--- config.mk ---
export PLATFORM = sky130hd
export DESIGN_NAME = fc_seq_ctrl
export DESIGN_NICKNAME = d
export VERILOG_FILES = /design/src/rtl/fc_pkg.sv /design/src/rtl/fc_addr_gen.sv /design/src/rtl/fc_seq_ctrl.sv
export SDC_FILE = /design/constraint.sdc
export NUM_CORES = 1
export LEC_CHECK = 0
export ABC_CLOCK_PERIOD_IN_PS = 4150
export CAP_MARGIN = 30
export CORE_AREA = 2 2 112 114
export CTS_BUF_LIST = sky130_fd_sc_hd__clkbuf_16
export CTS_CLUSTER_SIZE = 24
export DETAILED_ROUTE_END_ITERATION = 8
export DIE_AREA = 0 0 114 116
export DONT_BUFFER_PORTS = 1
export GPL_TIMING_DRIVEN = 1
export SLEW_MARGIN = 25
export SYNTH_ARGS = -nofsm -noshare
export SYNTH_HDL_FRONTEND = slang
export SYNTH_SLANG_ARGS = --single-unit
--- constraint.sdc ---
create_clock -name clk -period 4.15 [get_ports clk]
set_input_delay 0.83 -clock clk [delete_from_list [all_inputs] [get_ports clk]]
set_output_delay 0.83 -clock clk [all_outputs]
set_load 0.01 [all_outputs]
--- src/rtl/fc_pkg.sv ---
// Shared definitions for the FC front-end: sequencer state encoding and
// default geometry of the datapath and its buffers.
package fc_pkg;

    localparam int FC_ADDR_W = 12;  // SRAM word-address width
    localparam int FC_WORDS  = 64;  // 64-bit words per neuron (512 bytes)
    localparam int FC_NRN_W  = 8;   // neuron count / index width
    localparam int FC_OUT_W  = 21;  // datapath result width
    localparam int FC_TMO    = 16;  // cycles allowed for fc_cyc_done after the last word

    typedef enum logic [2:0] {
        ST_IDLE  = 3'd0,
        ST_FEED  = 3'd1,
        ST_DRAIN = 3'd2,
        ST_OUT   = 3'd3,
        ST_FIN   = 3'd4
    } fc_state_t;

endpackage

--- src/rtl/fc_addr_gen.sv ---
// Word/neuron counters and SRAM address generation for the FC sequencer.
// The per-neuron weight and bias bases are kept as running registers so no
// multiplier is needed for nrn*WORDS; all sums wrap modulo 2^ADDR_W.
module fc_addr_gen
    import fc_pkg::*;
#(
    parameter int ADDR_W = FC_ADDR_W,
    parameter int WORDS  = FC_WORDS,
    parameter int NRN_W  = FC_NRN_W
) (
    input  logic              clk,
    input  logic              rstn,
    input  logic              load,       // accepted start: latch config, restart at neuron 0 word 0
    input  logic              inc,        // one word issued this cycle
    input  logic              next,       // advance to the next neuron
    input  logic [NRN_W-1:0]  cfg_nrn,
    input  logic [ADDR_W-1:0] cfg_d_base,
    input  logic [ADDR_W-1:0] cfg_w_base,
    input  logic [ADDR_W-1:0] cfg_b_base,
    output logic [ADDR_W-1:0] d_rd_addr,
    output logic [ADDR_W-1:0] w_rd_addr,
    output logic [ADDR_W-1:0] b_rd_addr,
    output logic [NRN_W-1:0]  nrn,
    output logic              k_last,     // current word is the last of the neuron
    output logic              nrn_last    // current neuron is the last configured one
);

    localparam int                KW     = (WORDS > 1) ? $clog2(WORDS) : 1;
    localparam logic [KW-1:0]     K_LAST = KW'(WORDS - 1);
    localparam logic [KW-1:0]     K_ONE  = 1;
    localparam logic [NRN_W-1:0]  N_ONE  = 1;
    localparam logic [ADDR_W-1:0] A_ONE  = 1;
    localparam logic [ADDR_W-1:0] W_STEP = ADDR_W'(WORDS);

    logic [KW-1:0]     k;
    logic [NRN_W-1:0]  nrn_cnt;
    logic [NRN_W-1:0]  nrn_max;
    logic [ADDR_W-1:0] d_base;
    logic [ADDR_W-1:0] w_nrn_base;
    logic [ADDR_W-1:0] b_nrn_addr;

    // Counters and latched bases; load restarts, next steps to the following neuron.
    always_ff @(posedge clk or negedge rstn) begin
        if (!rstn) begin
            k          <= '0;
            nrn_cnt    <= '0;
            nrn_max    <= '0;
            d_base     <= '0;
            w_nrn_base <= '0;
            b_nrn_addr <= '0;
        end else if (load) begin
            k          <= '0;
            nrn_cnt    <= '0;
            nrn_max    <= cfg_nrn - N_ONE;
            d_base     <= cfg_d_base;
            w_nrn_base <= cfg_w_base;
            b_nrn_addr <= cfg_b_base;
        end else begin
            if (inc) begin
                k <= k_last ? '0 : k + K_ONE;
            end
            if (next) begin
                k          <= '0;
                nrn_cnt    <= nrn_cnt + N_ONE;
                w_nrn_base <= w_nrn_base + W_STEP;
                b_nrn_addr <= b_nrn_addr + A_ONE;
            end
        end
    end

    assign k_last    = (k == K_LAST);
    assign nrn_last  = (nrn_cnt == nrn_max);
    assign nrn       = nrn_cnt;
    assign d_rd_addr = d_base + ADDR_W'(k);
    assign w_rd_addr = w_nrn_base + ADDR_W'(k);
    assign b_rd_addr = b_nrn_addr;

endmodule

--- src/rtl/fc_seq_ctrl.sv ---
// Sequencer for the FC front-end datapath. Per neuron it streams WORDS
// feature/weight words, waits for the datapath's cycle-done pulse (bounded
// by TMO cycles) and offers the result on a valid/ready port.
// Handshake: res_valid rises with a captured result and then holds
// res_data/res_idx stable; a transfer happens in a cycle where res_valid and
// res_ready are both high, and res_valid drops on the following cycle.
module fc_seq_ctrl
    import fc_pkg::*;
#(
    parameter int ADDR_W = FC_ADDR_W,
    parameter int WORDS  = FC_WORDS,
    parameter int NRN_W  = FC_NRN_W,
    parameter int OUT_W  = FC_OUT_W,
    parameter int TMO    = FC_TMO
) (
    input  logic              clk,
    input  logic              rstn,
    input  logic              start,
    input  logic              abort,
    input  logic [NRN_W-1:0]  cfg_nrn,
    input  logic [ADDR_W-1:0] cfg_d_base,
    input  logic [ADDR_W-1:0] cfg_w_base,
    input  logic [ADDR_W-1:0] cfg_b_base,
    output logic              busy,
    output logic              done,
    output logic              err,
    output logic              d_rd_en,
    output logic [ADDR_W-1:0] d_rd_addr,
    output logic              w_rd_en,
    output logic [ADDR_W-1:0] w_rd_addr,
    output logic [ADDR_W-1:0] b_rd_addr,
    output logic              fc_en,
    output logic              fc_clr_n,
    input  logic              fc_cyc_done,
    input  logic [OUT_W-1:0]  fc_final_out,
    output logic              res_valid,
    input  logic              res_ready,
    output logic [OUT_W-1:0]  res_data,
    output logic [NRN_W-1:0]  res_idx
);

    localparam int            TW       = $clog2(TMO + 1);
    localparam logic [TW-1:0] TMR_LAST = TW'(TMO - 1);
    localparam logic [TW-1:0] TMR_ONE  = 1;

    fc_state_t        state;
    fc_state_t        state_n;
    logic             ag_load;
    logic             ag_inc;
    logic             ag_next;
    logic             k_last;
    logic             nrn_last;
    logic [NRN_W-1:0] nrn;
    logic [TW-1:0]    tmr;
    logic             start_ok;
    logic             tmo_hit;
    logic             spurious;

    // Abort outranks start, so a start in the abort cycle is not accepted.
    assign start_ok = (state == ST_IDLE) && start && !abort;
    assign tmo_hit  = (state == ST_DRAIN) && !fc_cyc_done && (tmr == TMR_LAST) && !abort;
    assign spurious = fc_cyc_done && (state != ST_DRAIN);

    assign busy      = (state == ST_FEED) || (state == ST_DRAIN) || (state == ST_OUT);
    assign done      = (state == ST_FIN);
    assign d_rd_en   = (state == ST_FEED);
    assign w_rd_en   = (state == ST_FEED);
    assign res_valid = (state == ST_OUT);

    fc_addr_gen #(
        .ADDR_W (ADDR_W),
        .WORDS  (WORDS),
        .NRN_W  (NRN_W)
    ) u_addr_gen (
        .clk        (clk),
        .rstn       (rstn),
        .load       (ag_load),
        .inc        (ag_inc),
        .next       (ag_next),
        .cfg_nrn    (cfg_nrn),
        .cfg_d_base (cfg_d_base),
        .cfg_w_base (cfg_w_base),
        .cfg_b_base (cfg_b_base),
        .d_rd_addr  (d_rd_addr),
        .w_rd_addr  (w_rd_addr),
        .b_rd_addr  (b_rd_addr),
        .nrn        (nrn),
        .k_last     (k_last),
        .nrn_last   (nrn_last)
    );

    // State register.
    always_ff @(posedge clk or negedge rstn) begin
        if (!rstn) begin
            state <= ST_IDLE;
        end else begin
            state <= state_n;
        end
    end

    // Next-state and counter controls; abort overrides everything.
    always_comb begin
        state_n = state;
        ag_load = 1'b0;
        ag_inc  = 1'b0;
        ag_next = 1'b0;
        case (state)
            ST_IDLE: begin
                if (start) begin
                    if (cfg_nrn != '0) begin
                        state_n = ST_FEED;
                        ag_load = 1'b1;
                    end else begin
                        state_n = ST_FIN;
                    end
                end
            end
            ST_FEED: begin
                ag_inc = 1'b1;
                if (k_last) begin
                    state_n = ST_DRAIN;
                end
            end
            ST_DRAIN: begin
                if (fc_cyc_done) begin
                    state_n = ST_OUT;
                end else if (tmr == TMR_LAST) begin
                    state_n = ST_FIN;
                end
            end
            ST_OUT: begin
                if (res_ready) begin
                    if (nrn_last) begin
                        state_n = ST_FIN;
                    end else begin
                        state_n = ST_FEED;
                        ag_next = 1'b1;
                    end
                end
            end
            ST_FIN: begin
                state_n = ST_IDLE;
            end
            default: begin
                state_n = ST_IDLE;
            end
        endcase
        if (abort) begin
            state_n = ST_IDLE;
            ag_load = 1'b0;
            ag_inc  = 1'b0;
            ag_next = 1'b0;
        end
    end

    // Drain timer: counts cycles spent waiting for the datapath result.
    always_ff @(posedge clk or negedge rstn) begin
        if (!rstn) begin
            tmr <= '0;
        end else if (state != ST_DRAIN) begin
            tmr <= '0;
        end else begin
            tmr <= tmr + TMR_ONE;
        end
    end

    // Sticky error: cleared by an accepted start, set by timeout or a stray result pulse.
    always_ff @(posedge clk or negedge rstn) begin
        if (!rstn) begin
            err <= 1'b0;
        end else begin
            if (start_ok) begin
                err <= 1'b0;
            end
            if (tmo_hit || spurious) begin
                err <= 1'b1;
            end
        end
    end

    // SRAM data arrives one cycle after the read; fc_clr_n flushes the accumulator after abort.
    always_ff @(posedge clk or negedge rstn) begin
        if (!rstn) begin
            fc_en    <= 1'b0;
            fc_clr_n <= 1'b1;
        end else begin
            fc_en    <= d_rd_en;
            fc_clr_n <= !abort;
        end
    end

    // Result capture on the datapath pulse while draining.
    always_ff @(posedge clk or negedge rstn) begin
        if (!rstn) begin
            res_data <= '0;
            res_idx  <= '0;
        end else if ((state == ST_DRAIN) && fc_cyc_done && !abort) begin
            res_data <= fc_final_out;
            res_idx  <= nrn;
        end
    end

endmodule
==> tab_implementation.tex, run 1 <==
\begin{tabular}{lr}
\hline
Metric & Value \\
\hline
\multicolumn{2}{l}{\textbf{Status}} \\
\quad Outcome & finished clean \\
\multicolumn{2}{l}{\textbf{Layout}} \\
\quad Final layout net count & 631 \\
\quad \# diodes & 0 \\
\quad Final Util & 48.1\% \\
\quad Non-filler instance count after layout & 690 \\
\quad Final instance area & 5730 sq um \\
\quad Layout cells sized above 1 & 11.2\% \\
\quad P\&R area growth vs syn & 7.48\% \\
\multicolumn{2}{l}{\textbf{Synthesis}} \\
\quad Number of enable-type register cells in the synthesized netlist & 0 \\
\quad Fraction of synthesis flops using an asynchronous set or reset pin & 100\% \\
\quad Adder-cell share of the synthesized area & 5.44\% \\
\quad Number of warning messages in the yosys log & 0 \\
\quad Synthesized netlist net count & 639 \\
\quad Dominant cells by area after synthesis & dfrtp\_1 (46\%), mux2\_2 (6.8\%), nand2\_1 (6.3\%), ha\_1 (4.7\%), xnor2\_1 (4.1\%) \\
\quad Top-area cell type share of the netlist area & 45.5\% \\
\quad Compound-Gate Fraction of Synth Area & 11.2\% \\
\quad Post-synthesis area per instance & 9.77 sq um \\
\quad Cells after synthesis & 546 \\
\quad Simple-gate area share of the yosys netlist & 20.5\% \\
\quad Xor and xnor fraction of the mapped netlist area & 5.91\% \\
\quad Most frequently used cell type in the post-synthesis netlist & dfrtp\_1 \\
\quad Library cell occupying the most area in the post-synthesis netlist & dfrtp\_1 \\
\quad Main flop type after synthesis & dfrtp\_1 \\
\quad Dominant combinational cell family by area after synthesis & simple AND/OR/NAND/NOR gates \\
\quad Number of storage elements in the synthesis netlist & 98 \\
\quad Multiplexer share of the synthesized area & 7.32\% \\
\quad Total standard cell area after synthesis & 5330 sq um \\
\quad Part of the Yosys area used for sequential elements & 46.0\% \\
\quad Number of distinct library cells after synthesis & 57 \\
\quad Cell types with the highest counts after synthesis & dfrtp\_1 (97), nand2\_1 (90), nor2\_1 (35), mux2\_2 (32), nor3\_1 (26) \\
\multicolumn{2}{l}{\textbf{Die}} \\
\quad Initial standard-cell utilization of the core & 44.8\% \\
\quad Die Span X & 114 um \\
\quad Die Y & 116 um \\
\quad Count of pins on the block boundary & 144 \\
\quad Die footprint & 13200 sq um \\
\quad Total core area & 11900 sq um \\
\quad Std cell rows & 40 \\
\multicolumn{2}{l}{\textbf{Placed design}} \\
\quad Placed Area & 5430 sq um \\
\quad Post-detailed-placement half-perimeter wirelength & 8750 um \\
\quad Placed Cells & 672 \\
\quad GP Congestion & 0.857 \\
\quad I/O Buffers & 0 \\
\multicolumn{2}{l}{\textbf{STA}} \\
\quad Final Hold Fails & 0 \\
\quad Final slew viol count & 0 \\
\quad Final setup vio count & 0 \\
\quad RSZ-0062 raised after global routing & no \\
\quad Final-layout setup total negative slack & 0 ns \\
\quad Layout Skew & 0.00927 ns \\
\quad Maximum frequency from static timing analysis & 290 MHz \\
\quad Worst-Margin Slew & 0.745 ns \\
\quad Final critical path time including I/O delays and setup & 3.45 ns \\
\quad Period utilization & 83.0\% \\
\quad Rel. slew slack & 50.0\% \\
\multicolumn{2}{l}{\textbf{Flow run}} \\
\quad Maximum capacitance violations & 0 \\
\multicolumn{2}{l}{\textbf{Worst setup path}} \\
\quad Type of the setup path with the least slack & reg2out \\
\quad Crit path max-delay family & compound AO/OA/AOI/OAI gates \\
\quad Worst setup EP type & output pin \\
\quad Critical-path maximum fanout & 6 \\
\quad Reg-to-reg slack, setup & 1.74 ns \\
\quad Sort of element at the start of the critical path & flop \\
\quad Library cell contributing the largest single delay on the critical path & o311ai\_0 \\
\quad Critical path, cell by cell & ha\_1 > fa\_1 > a21o\_1 > a21oi\_1 > o21bai\_1 > o311ai\_0 \\
\quad Crit path required time & 3.32 ns \\
\quad Maximum cell stage delay along the critical path & 0.61 ns \\
\quad CP bufs+invs & 0 \\
\quad WP data arrival & 2.62 ns \\
\multicolumn{2}{l}{\textbf{Routing}} \\
\quad Number of DRC markers in iteration 0 & 256 \\
\quad Total number of vias & 4018 \\
\quad Final routed wirelength across all metal layers & 12500 um \\
\quad Average wire length per cell after detail routing & 18.1 um \\
\quad DR pass1 iterations & 4 \\
\quad Ratio of routed vias to standard cells & 5.82 \\
\quad Detailed-route DRC error count & 0 \\
\quad DRT antenna net count & 0 \\
\multicolumn{2}{l}{\textbf{Global route}} \\
\quad First-pass GRT wire length & 19700 um \\
\quad Number of antenna violations at the first check in global routing & 0 \\
\quad Largest net degree at the start of global routing & 99 \\
\quad Overall fraction of global-route tracks in use & 19.1\% \\
\quad Number of global-route vias before repair & 3774 \\
\quad Grt total ovfl & 0 \\
\multicolumn{2}{l}{\textbf{Clock tree}} \\
\quad Clock tree sinks & 98 \\
\quad Total setup buffers inserted after CTS & 0 \\
\quad Latest clock arrival within the worst-skew pair & 0.35 ns \\
\quad Number of hold buffers added after cts & 0 \\
\quad Post\_cts resized & 0 \\
\quad CTS root buf & clkbuf\_16 \\
\quad Clock tree from TritonCTS & done \\
\quad Total number of H-tree levels & 3 \\
\quad Clk slew on worst S/H paths & 0.07 ns \\
\quad Buffers from clock root to sink, at most & 2 \\
\quad Number of buffers created by CTS & 9 \\
\multicolumn{2}{l}{\textbf{Power and ir drop}} \\
\quad Clock power share & 21.0\% \\
\quad Max rail drop VDD & 0.276 mV \\
\quad Sequential power share & 47.7\% \\
\quad PwrDens & 637 nW/um\^{}2 \\
\quad Logic gate share of total power & 31.3\% \\
\quad Design internal power & 2210 uW \\
\quad Leakage power of the design & 0.00256 uW \\
\quad Fraction of power spent switching nets & 39.5\% \\
\quad Net switching power & 1440 uW \\
\multicolumn{2}{l}{\textbf{Min path}} \\
\quad Path type of the worst min-delay path & in2async \\
\hline
\end{tabular}
## layout by cell type, fill, tap and decap left out, types with 4 or more instances in the layout
cell / synthesis / layout
o31ai_1: 4 / 4
a211oi_1: 6 / 6
and3_1: 12 / 12
clkbuf_16: 0 / 9
xnor2_1: 25 / 25
a221o_1: 7 / 7
nor4_1: 4 / 4
nand4_1: 9 / 9
xor2_1: 11 / 11
dfrtp_1: 97 / 97
or4_1: 4 / 4
o211ai_1: 5 / 5
nand3_1: 16 / 16
mux2_2: 32 / 32
inv_1: 15 / 17
nand2_1: 90 / 90
o21ai_0: 21 / 21
a21oi_1: 17 / 16
a21o_1: 5 / 5
ha_1: 20 / 20
o22ai_1: 6 / 6
nor2_1: 35 / 35
nor3_1: 26 / 26
buf_4: 1 / 5
nor3b_1: 7 / 7
## power groups by stage
stage / Clock, uW / Combinational, uW / Sequential, uW
2_1_floorplan: 0 / 975 / 1650
4_1_cts: 788 / 1150 / 1740
3_3_place_gp: 0 / 1110 / 1740
5_1_grt: 828 / 1290 / 1800
3_5_place_dp: 0 / 1140 / 1760
6_report: 766 / 1140 / 1740
## through the flow
stage          hold WS [ns]  worst slack (ns)  total power, uW
6_report              0.175             0.704             3650
5_1_grt               0.155             0.512             3910
4_1_cts               0.162             0.670             3680
3_5_place_dp          0.467              1.05             2910
3_3_place_gp          0.450              1.06             2860
2_1_floorplan         0.433              1.28             2620
## path summary, 6_finish.rpt
| check | cells after the start | startpoint | end |
|---|---|---|---|
| min reg2reg | 1 | tmr[0] | tmr[0] |
| min in group clk | 1 | tmr[0] | tmr[0] |
| max in group asynchronous | 0 | rstn | fc_clr_n |
| min | 0 | rstn | u_addr_gen.b_rd_addr[4] |
| max reg2reg | 6 | state[1] | u_addr_gen.b_rd_addr[6] |
| max | 6 | u_addr_gen.k[0] | d_rd_addr[8] |
## routing by layer
layer  global-route usage (%)  part of all wire [%]  wire length, um  vias to the layer above
met5                        0                     0                0                        -
met4                     6.18                   1.6              201                        0
met3                     6.07                   6.3              782                       15
met2                     29.5                    47             5840                      116
met1                     25.7                    45             5660                     1959
li1                         -                     -                -                     1928
## cell families (layout without fill, tap and decap cells)
| kind of cell | Yosys count | after routing |
|---|---|---|
| compound gates | 89 | 89 |
| flops | 98 | 98 |
| mux | 35 | 35 |
| simple gates | 225 | 225 |
| fa+ha+maj | 22 | 22 |
| xor+xnor | 36 | 36 |
| buf+inv | 41 | 38 |
## final cells by class
type	instances	area (sq um)
fillers	1095	6180
multi-input cells	407	2700
clock inverters	7	38.8
flip-flops and latches	98	2450
well taps	147	184
repair buffers	7	77.6
clock buffers	9	225
inverters	15	56.3
## flip-flops by register name, indices dropped and copies added, names as in the netlist
signal                 cells
err                        1
fc_clr_n                   1
fc_en                      1
res_data                  21
res_idx                    8
state                      3
tmr                        5
u_addr_gen.b_rd_addr      12
u_addr_gen.d_base         12
u_addr_gen.k               6
u_addr_gen.nrn             8
u_addr_gen.nrn_max         8
u_addr_gen.w_nrn_base     12
Power figures use the tool's default switching activity.
==> run 2, diff against run 1 <==
--- a/config.mk
+++ b/config.mk
@@ -5,7 +5,7 @@
 export SDC_FILE = /design/constraint.sdc
 export NUM_CORES = 1
 export LEC_CHECK = 0
-export ABC_CLOCK_PERIOD_IN_PS = 4150
+export ABC_CLOCK_PERIOD_IN_PS = 3000
 export CAP_MARGIN = 30
 export CORE_AREA = 2 2 112 114
 export CTS_BUF_LIST = sky130_fd_sc_hd__clkbuf_16
==> constraint.sdc (replaced) <==
create_clock -name clk -period 3 [get_ports clk]
set_input_delay 0.6 -clock clk [delete_from_list [all_inputs] [get_ports clk]]
set_output_delay 0.6 -clock clk [all_outputs]
set_load 0.01 [all_outputs]
==> run 2 against run 1 <==
Critical path depth up 1. Via count up 1.9%. Core utilization up 1.2 points. Sequential share of layout area down 0.98 points. Setup slack worse by 0.66 ns. Register-to-register slack worse by 1.2 ns. Sequential cell count unchanged. Worst hold slack worse by 0.087 ns. Clock power up 34%. Final cell count up 0.87%. Routed wire length up 4.7%. Sequential power up 39%. Critical path type unchanged.
==> tab_implementation.tex, run 2 (same netlist as run 1, synthesis figures left out) <==
\begin{tabular}{lr}
\hline
Metric & Value \\
\hline
\multicolumn{2}{l}{\textbf{Status}} \\
\quad Outcome & finished clean \\
\multicolumn{2}{l}{\textbf{Power and ir drop}} \\
\quad Clock power share & 19.9\% \\
\quad Fraction of power spent switching nets & 40.0\% \\
\quad Net switching power & 2080 uW \\
\quad Max rail drop VDD & 0.332 mV \\
\quad Design internal power & 3110 uW \\
\quad Leakage power of the design & 0.00259 uW \\
\quad Logic gate share of total power & 33.7\% \\
\quad Sequential power share & 46.5\% \\
\quad Overall power & 5190 uW \\
\quad PwrDens & 883 nW/um\^{}2 \\
\multicolumn{2}{l}{\textbf{Worst setup path}} \\
\quad Maximum cell stage delay along the critical path & 0.43 ns \\
\quad Worst setup EP type & output pin \\
\quad Sort of element at the start of the critical path & flop \\
\quad WP data arrival & 2.35 ns \\
\quad Critical-path maximum fanout & 5 \\
\quad Critical Path End & d\_rd\_addr[8] \\
\quad Crit path required time & 2.40 ns \\
\quad Library cell contributing the largest single delay on the critical path & dfrtp\_2 \\
\quad Total number of cells along the worst setup path & 7 \\
\quad Reg-to-reg slack, setup & 0.57 ns \\
\quad Worst setup path startpoint & u\_addr\_gen.k[0] \\
\quad Depth of the worst register-to-register path & 6 \\
\quad Terminus of the critical flop-to-flop path & u\_addr\_gen.w\_nrn\_base[6] \\
\quad Crit path max-delay family & compound AO/OA/AOI/OAI gates \\
\quad CP bufs+invs & 1 \\
\quad Critical path, cell by cell & ha\_1 > fa\_1 > a21o\_1 > a21oi\_4 > o21bai\_4 > o311ai\_2 > buf\_4 \\
\quad Beginning of the worst register-to-register path & u\_addr\_gen.nrn[2] \\
\quad Type of the setup path with the least slack & reg2out \\
\multicolumn{2}{l}{\textbf{Layout}} \\
\quad Final layout net count & 639 \\
\quad Number of fill cells in the layout & 1108 \\
\quad P\&R area growth vs syn & 10.1\% \\
\quad Most frequent standard cell in the layout excluding fill and tap cells & dfrtp\_1 \\
\quad Max FFs per register & 21 \\
\quad Top library cells by usage in the layout, fill and taps aside & dfrtp\_1 (95), nand2\_1 (90), nor2\_1 (35), mux2\_2 (32), nor3\_1 (26) \\
\quad \# diodes & 0 \\
\quad Layout cells sized above 1 & 14.8\% \\
\quad Final Util & 49.3\% \\
\quad Most flops, register & res\_data \\
\multicolumn{2}{l}{\textbf{Global route}} \\
\quad Number of antenna violations at the first check in global routing & 0 \\
\quad Grt total ovfl & 0 \\
\quad Largest net degree at the start of global routing & 98 \\
\quad Overall fraction of global-route tracks in use & 20.0\% \\
\quad First-pass GRT wire length & 20500 um \\
\quad Number of global-route vias before repair & 3883 \\
\multicolumn{2}{l}{\textbf{STA}} \\
\quad Period utilization & 98.4\% \\
\quad Final Hold Fails & 0 \\
\quad Maximum frequency from static timing analysis & 339 MHz \\
\quad Final critical path time including I/O delays and setup & 2.95 ns \\
\quad Rel. slew slack & 40.1\% \\
\quad Layout Skew & 0.00637 ns \\
\quad Worst-Margin Slew & 0.898 ns \\
\quad Final setup vio count & 0 \\
\quad Final slew viol count & 0 \\
\quad Final-layout setup total negative slack & 0 ns \\
\quad Final hold slack & 0.0881 ns \\
\quad Worst path setup slack after routing & 0.0482 ns \\
\multicolumn{2}{l}{\textbf{Clock tree}} \\
\quad CTS root buf & clkbuf\_16 \\
\quad Latest clock arrival within the worst-skew pair & 0.35 ns \\
\quad Clk slew on worst S/H paths & 0.07 ns \\
\quad Number of buffers created by CTS & 9 \\
\quad Total number of H-tree levels & 3 \\
\quad Buffers from clock root to sink, at most & 2 \\
\quad Clock tree sinks & 98 \\
\quad Clock tree from TritonCTS & done \\
\multicolumn{2}{l}{\textbf{Routing}} \\
\quad Routed wire length on met2 & 6290 um \\
\quad Ratio of routed vias to standard cells & 5.88 \\
\quad Met3 wire length & 665 um \\
\quad Total number of vias & 4093 \\
\quad Average wire length per cell after detail routing & 18.8 um \\
\quad Number of DRC markers in iteration 0 & 210 \\
\quad DR pass1 iterations & 4 \\
\quad Final routed wirelength across all metal layers & 13100 um \\
\quad Detailed-route DRC error count & 0 \\
\quad DRT antenna net count & 0 \\
\quad Top Metal Used & met4 \\
\quad Met1 wire length & 5860 um \\
\multicolumn{2}{l}{\textbf{Die}} \\
\quad Die Y & 116 um \\
\quad Die footprint & 13200 sq um \\
\quad Die Span X & 114 um \\
\quad Initial standard-cell utilization of the core & 44.8\% \\
\quad Std cell rows & 40 \\
\quad Total core area & 11900 sq um \\
\quad Count of pins on the block boundary & 144 \\
\multicolumn{2}{l}{\textbf{Placed design}} \\
\quad I/O Buffers & 0 \\
\quad Post-placement worst setup slack & 0.247 ns \\
\quad Post-detailed-placement half-perimeter wirelength & 9110 um \\
\quad GP Congestion & 0.867 \\
\multicolumn{2}{l}{\textbf{Min path}} \\
\quad Path type of the worst min-delay path & in2async \\
\multicolumn{2}{l}{\textbf{Flow run}} \\
\quad Maximum capacitance violations & 0 \\
\hline
\end{tabular}
-- run 2: cell count changes in the layout (fill, tap and decap cells not counted), moves of 2 or more --
cell / delta
a21oi_1: -2
a21oi_4: +2
buf_4: +8
dfrtp_1: -2
dfrtp_2: +2
inv_1: -2
nor4_1: -2
nor4_2: +2
o21bai_1: -2
o21bai_4: +2
o311ai_0: -3
o311ai_2: +3
-- run 2: power groups by stage --
stage	clock (uW)	combinational, uW	sequential (uW)
2_1_floorplan	0	1350	2280
3_3_place_gp	0	1590	2410
3_5_place_dp	0	1650	2440
4_1_cts	1060	1700	2410
5_1_grt	1120	1950	2490
6_report	1030	1750	2410
-- run 2: area by class of cell --
class	count	area (sq um)	share of cell area, %
well taps	147	184	3.13
inverters	15	56.3	0.959
clock inverters	5	23.8	0.405
clock buffers	9	225	3.83
flip-flops and latches	98	2460	41.8
multi-input cells	407	2780	47.4
repair buffers	15	145	2.47
-- run 2: worst min path at each step --
stage	start	end	slack (ns)	cells after the start
3_3_place_gp	rstn	res_data[1]	0.31	0
4_1_cts	rstn	fc_clr_n	0.08	0
2_1_floorplan	rstn	err	0.30	0
3_5_place_dp	rstn	res_data[0]	0.31	0
6_report	rstn	fc_clr_n	0.09	0
5_1_grt	rstn	fc_clr_n	0.07	0
-- run 2: per-layer routing --
metal | global-route usage [%] | up-vias
met5 | 0 | -
met4 | 8.37 | 0
li1 | - | 1932
met3 | 4.18 | 16
met1 | 27.4 | 2016
met2 | 31.3 | 129
-- run 2: timing repair --
action                                  CTS  global route
hold buffers                              1             0
endpoints found under the setup margin    6             9
hold endpoints to repair                 97             0
pin swaps                                 0             2
gates resized for setup                   7            13
setup buffers                             0             1
-- run 2: per-stage QoR --
step                      instances  instance area [sq um]
after floorplan                 546                   5330
after global placement          680                   5500
after detailed placement        680                   5500
after CTS                       695                   5790
after global routing            696                   5870
final                           696                   5870
-- run 2: worst reg2reg max path, stage by stage, from the launching register on --
cell and delay (ns):
dfrtp_1 0.46, xnor2_1 0.23, nand4_1 0.24, o21ai_2 0.77, buf_4 0.31, nor2_1 0.05
a221o_1 0.25
